[config.mk]
export PLATFORM = sky130hd
export DESIGN_NAME = uart_tx_serializer
export DESIGN_NICKNAME = d
export VERILOG_FILES = /design/src/rtl/uart_pkg.sv /design/src/rtl/uart_baud_counter.sv /design/src/rtl/uart_tx_serializer.sv
export SDC_FILE = /design/constraint.sdc
export NUM_CORES = 1
export LEC_CHECK = 0
export CAP_MARGIN = 10
export CORE_MARGIN = 4
export CORE_UTILIZATION = 56
export CTS_CLUSTER_DIAMETER = 30
export DETAILED_ROUTE_END_ITERATION = 12
export HOLD_SLACK_MARGIN = 0.15
export PLACE_DENSITY = 0.78
export SYNTH_ARGS = -nofsm -noshare
export SYNTH_HDL_FRONTEND = slang
export SYNTH_SLANG_ARGS = --single-unit
export TNS_END_PERCENT = 20
[constraint.sdc]
create_clock -name clk -period 2.1 [get_ports clk]
set_clock_uncertainty 0.05 [all_clocks]
set_input_delay 0.42 -clock clk [delete_from_list [all_inputs] [get_ports clk]]
set_output_delay 0.42 -clock clk [all_outputs]
set_load 0.02 [all_outputs]
[src/rtl/uart_pkg.sv]
// Shared definitions for the serial link: FSM state encoding, default link
// parameters and the line idle level. Optional parity build macro: UART_TX_PARITY_EN.
package uart_pkg;

  typedef enum logic [2:0] {
    StIdle,
    StStart,
    StData,
    StParity,
    StStop
  } uart_state_e;

  // 100 MHz system clock at 9600 baud
  localparam int unsigned DefClksPerBit = 10417;
  localparam int unsigned DefDataBits   = 8;

  localparam logic IdleLevel = 1'b1;

endpackage

[src/rtl/uart_baud_counter.sv]
// Bit-period counter: counts 0..CLKS_PER_BIT-1 and flags the final cycle of
// each serial bit. Held at zero while clear_i is high, so the first bit after
// release is a full period. Shared with the future receiver.
module uart_baud_counter
  import uart_pkg::*;
#(
  parameter int unsigned CLKS_PER_BIT = DefClksPerBit
) (
  input  logic clk,
  input  logic reset,
  input  logic clear_i,
  output logic bit_tick_o
);

  localparam int unsigned CntW = (CLKS_PER_BIT > 1) ? $clog2(CLKS_PER_BIT) : 1;
  localparam logic [CntW-1:0] MaxCnt = CntW'(CLKS_PER_BIT - 1);

  logic [CntW-1:0] cnt_q, cnt_d;

  // Next count: hold at zero on clear, wrap at the bit boundary
  always_comb begin
    cnt_d = cnt_q;
    if (clear_i) begin
      cnt_d = '0;
    end else if (cnt_q == MaxCnt) begin
      cnt_d = '0;
    end else begin
      cnt_d = cnt_q + 1'b1;
    end
  end

  // Count register
  always_ff @(posedge clk or posedge reset) begin
    if (reset) begin
      cnt_q <= '0;
    end else begin
      cnt_q <= cnt_d;
    end
  end

  assign bit_tick_o = !clear_i && (cnt_q == MaxCnt);

endmodule

[src/rtl/uart_tx_serializer.sv]
// UART transmitter: start bit, DATA_BITS data bits LSB first, optional even
// parity bit (build macro UART_TX_PARITY_EN), stop bit. The line is a register
// loaded from the current state, so tx trails the state by one clock.
module uart_tx_serializer
  import uart_pkg::*;
#(
  parameter int unsigned CLKS_PER_BIT = DefClksPerBit,
  parameter int unsigned DATA_BITS    = DefDataBits
) (
  input  logic                 clk,
  input  logic                 reset,
  input  logic [DATA_BITS-1:0] tx_data_i,
  input  logic                 tx_start_i,
  output logic                 tx_ready_o,
  output logic                 tx_done_o,
  output logic                 tx_o
);

  // One extra bit so the index can reach DATA_BITS without wrapping
  localparam int unsigned IdxW = $clog2(DATA_BITS) + 1;
  localparam logic [IdxW-1:0] LastIdx = IdxW'(DATA_BITS - 1);

  uart_state_e state_q, state_d;
  logic [DATA_BITS-1:0] shift_q, shift_d;
  logic [IdxW-1:0]      bit_idx_q, bit_idx_d;
  logic                 tx_q, tx_d;
  logic                 bit_tick;
  logic                 cnt_clear;

`ifdef UART_TX_PARITY_EN
  logic parity_q, parity_d;
`endif

  assign cnt_clear = (state_q == StIdle);

  uart_baud_counter #(
    .CLKS_PER_BIT(CLKS_PER_BIT)
  ) u_baud (
    .clk       (clk),
    .reset     (reset),
    .clear_i   (cnt_clear),
    .bit_tick_o(bit_tick)
  );

  // Next state, shift/index updates and next line level
  always_comb begin
    state_d   = state_q;
    shift_d   = shift_q;
    bit_idx_d = bit_idx_q;
    tx_d      = IdleLevel;
`ifdef UART_TX_PARITY_EN
    parity_d  = parity_q;
`endif
    unique case (state_q)
      StIdle: begin
        if (tx_start_i) begin
          state_d   = StStart;
          shift_d   = tx_data_i;
          bit_idx_d = '0;
`ifdef UART_TX_PARITY_EN
          parity_d  = ^tx_data_i;
`endif
        end
      end
      StStart: begin
        tx_d = 1'b0;
        if (bit_tick) state_d = StData;
      end
      StData: begin
        tx_d = shift_q[0];
        if (bit_tick) begin
          shift_d   = shift_q >> 1;
          bit_idx_d = bit_idx_q + 1'b1;
          if (bit_idx_q == LastIdx) begin
`ifdef UART_TX_PARITY_EN
            state_d = StParity;
`else
            state_d = StStop;
`endif
          end
        end
      end
`ifdef UART_TX_PARITY_EN
      StParity: begin
        tx_d = parity_q;
        if (bit_tick) state_d = StStop;
      end
`endif
      StStop: begin
        tx_d = IdleLevel;
        if (bit_tick) state_d = StIdle;
      end
      default: state_d = StIdle;
    endcase
  end

  // State, datapath and line registers; reset aborts any frame in flight
  always_ff @(posedge clk or posedge reset) begin
    if (reset) begin
      state_q   <= StIdle;
      shift_q   <= '0;
      bit_idx_q <= '0;
      tx_q      <= IdleLevel;
    end else begin
      state_q   <= state_d;
      shift_q   <= shift_d;
      bit_idx_q <= bit_idx_d;
      tx_q      <= tx_d;
    end
  end

`ifdef UART_TX_PARITY_EN
  // Even parity of the byte latched at accept
  always_ff @(posedge clk or posedge reset) begin
    if (reset) begin
      parity_q <= 1'b0;
    end else begin
      parity_q <= parity_d;
    end
  end
`endif

  assign tx_ready_o = (state_q == StIdle);
  assign tx_done_o  = (state_q == StStop) && bit_tick;
  assign tx_o       = tx_q;

endmodule

==> summary.txt <==
Die
  • FP Rows: 18
  • Die ar.: 3690 um^2
  • I/O pin total: 14
  • Die Width: 60.7 um
  • Initial cell density of the core: 60.6%
  • CORE AREA: 2570 um^2
  • Die outline height: 60.7 um

Worst setup path
  • R2r setup slk: 0.23 ns
  • RR Endpoint: shift_q[1]
  • Worst Setup SP: u_baud.cnt_q[12]
  • Register-to-Register Path Depth: 4
  • CP max stage delay: 0.41 ns
  • Most common cell on crit path: nor4b_2
  • CP endpoint kind: output port
  • Setup crit start kind: register
  • Crit Path Max Fanout: 2
  • Worst setup path end: tx_done_o
  • Critical setup path kind: register to output port
  • Worst Path Required: 1.63 ns
  • Cells along the critical path: nor4b_2 > nand4_1 > nor4b_2 > buf_4
  • Critical path's slowest cell: dfrtp_1
  • Worst EP arrival: 1.79 ns
  • Reg-to-Reg Start: u_baud.cnt_q[12]

Detailed routing
  • DR iter-0 viols: 61
  • Final WL: 3.52 mm
  • 1st-pass router iterations: 4
  • Post-route ant nets: 0
  • Avg WL per Cell: 15.8 um
  • DRC Markers: 0
  • Via-to-Cell Ratio: 5.78
  • Via count: 1284

Clock network
  • Clk root buf: clkbuf_4
  • Setup bufs post-CTS: 0
  • Clk Latency, worst-skew pair: 0.34 ns
  • Post-cts hold buffer count: 0
  • CTS H-Tree Depth: 2
  • Clk pin slew, worst setup/hold paths: 0.10 ns
  • Number of CTS-inserted buffers: 5
  • CTS Sinks: 30
  • Deepest clock path buffer count: 2
  • TritonCTS clock tree: built

Timing
  • Worst setup margin: -0.159 ns
  • Number of hold violations in the final report: 0
  • RSZ-0062 raised after global routing: true
  • Fmax: 0.443 GHz
  • Fin crit share: 108%
  • Worst-margin pin slew: 0.539 ns
  • Slew headroom: 63.7%
  • Max-slew violation count: 0
  • Min cycle time layout: 2.26 ns
  • Final setup violation count: 1

Layout
  • N_diodes: 0
  • Final core occ: 76.2%
  • Filler cell count: 185
  • Share of cells above drive strength 1: 24.0%
  • P&R area growth vs syn: 25.6%
  • Fin nets: 205

Synth
  • Leading cell types by count after synthesis: dfrtp_1, nor2_1, nand3_1, nand2_1, xnor2_1
  • Syn nets: 168
  • Cell Area, Synth: 1560 um^2
  • Syn Inst Count: 154
  • Ys async rst share: 100%
  • Syn avg cell area: 10.1 um^2
  • Seq cells post-synth: 30
  • Area share of the largest cell type after synthesis: 46.6%
  • Top-count cell post-synth: dfrtp_1
  • Main synth FF type: dfrtp_1
  • Area leader, netlist: dfrtp_1
  • Synth cell types: 40
  • Seq/Total Area, Yosys: 48.3%
  • Yosys warnings: 0
  • Top post-synthesis cells by area: dfrtp_1, o221a_2, xnor2_1
  • Post-synth EDFFs: 0

Pwr
  • Leakage: 0.833 nW
  • Power Dens Cells: 820 nW/um^2
  • VDD IR max: 797 uV

Run status
  • Failing checks: negative setup slack
  • Outcome: finished with violations

Placed design
  • PortBufs: 13
  • GP Congestion: 0.808
  • Post-DP HPWL: 2.56 mm
  • Post-Place Setup Slack: -0.293 ns

Global routing
  • Total grt overflow: 0
  • M1 GR Usage: 27.4%
  • Initial antenna violation count: 0
  • M3 GR Usage: 5.11%
  • First-pass GRT wire length: 6.06 mm
  • Number of global-route vias before repair: 1312
  • GRT busiest layer: met2
  • GRT Overall Usage: 23.0%
  • Met2 GRT Util: 39.7%
  • Largest net degree at the start of global routing: 15

Job
  • Max_cap viols: 0

Min path
  • Hold WC Path Type: input port to asynchronous set/reset pin
state kept, by name, indices dropped and copies added (netlist names):
name and count:
tx_o 1, shift_q 8, u_baud.cnt_q 14, state_q 3, bit_idx_q 4
cell families (layout without fill, tap and decap cells):
family,after synthesis,in the layout,share of synthesized area (%)
xor gates and xnor gates,12,12,6.75
adders and majority gates,3,3,2.41
buffers and inverters,13,51,4.18
and+or+nand+nor,76,76,27.4
DFF,30,30,48.3
AOI/OAI and AO/OA,20,20,10.9
through the flow:
step / total power (W) / hold slack [ns] / instance area, um^2 / cells / TNS, ns
6_report: 0.00160 / 0.321 / 1960 / 222 / -0.159
5_1_grt: 0.00168 / 0.358 / 1960 / 222 / -0.290
4_1_cts: 0.00161 / 0.328 / 1950 / 222 / -0.178
3_5_place_dp: 0.00114 / 0.487 / 1870 / 214 / -0.293
3_3_place_gp: 0.00111 / 0.472 / 1870 / 214 / -0.265
2_1_floorplan: 0.000940 / 0.429 / 1560 / 154 / 0
worst min-delay path by stage:
stage | start | endpoint | slack [ns] | depth (start not counted)
5_1_grt | reset | shift_q[7] | 0.36 | 2
4_1_cts | reset | bit_idx_q[2] | 0.33 | 2
2_1_floorplan | u_baud.cnt_q[0] | u_baud.cnt_q[0] | 0.43 | 1
3_5_place_dp | state_q[2] | state_q[1] | 0.49 | 1
6_report | reset | shift_q[7] | 0.32 | 2
3_3_place_gp | state_q[2] | state_q[1] | 0.47 | 1
where the power goes:
group          leakage, nW  switching (W)  internal, W
Sequential           0.371      0.0000649     0.000663
Combinational        0.423       0.000208     0.000215
Clock               0.0395       0.000199     0.000252
repair_timing:
item	in CTS	in global routing
pin swaps	1	0
endpoints found under the setup margin	2	8
gates resized for setup	8	2
endpoints found under the hold margin	0	0
cell type report:
class / instances / area [um^2] / area share (%)
repair buffers: 37 / 307 / 15.7
inverters: 6 / 22.5 / 1.15
flip-flops and latches: 30 / 752 / 38.5
clock inverters: 1 / 30.0 / 1.54
clock buffers: 7 / 45.0 / 2.30
well taps: 30 / 37.5 / 1.92
multi-input cells: 111 / 762 / 39.0
routing by layer:
| layer | share of wire (%) | vias to the layer above |
|---|---|---|
| met5 | 0 | - |
| met4 | 2.0 | 0 |
| met3 | 3.0 | 8 |
| met2 | 50 | 19 |
| met1 | 45 | 626 |
| li1 | - | 631 |
critical path: cells and delay by family, from the launching register on:
family / cells / cell delay (ns)
DFF: 1 / 0.41
and+or+nand+nor: 3 / 0.85
buffers and inverters: 1 / 0.19
cell usage in the layout, fill, tap and decap left out, drive strengths merged, types with 2 or more instances in the layout:
cell,count
nand3,12
inv,6
nor4,3
ha,3
o221a,7
and4,2
clkbuf,7
xnor2,8
nor2,18
xor2,4
nand3b,2
clkdlybuf4s50,11
o21ai,2
nor4b,5
a31oi,2
nand4,4
a21oi,2
dfrtp,29
buf,25
nand2,10
nor3,6
nand2b,7
Power figures use the tool's default switching activity.
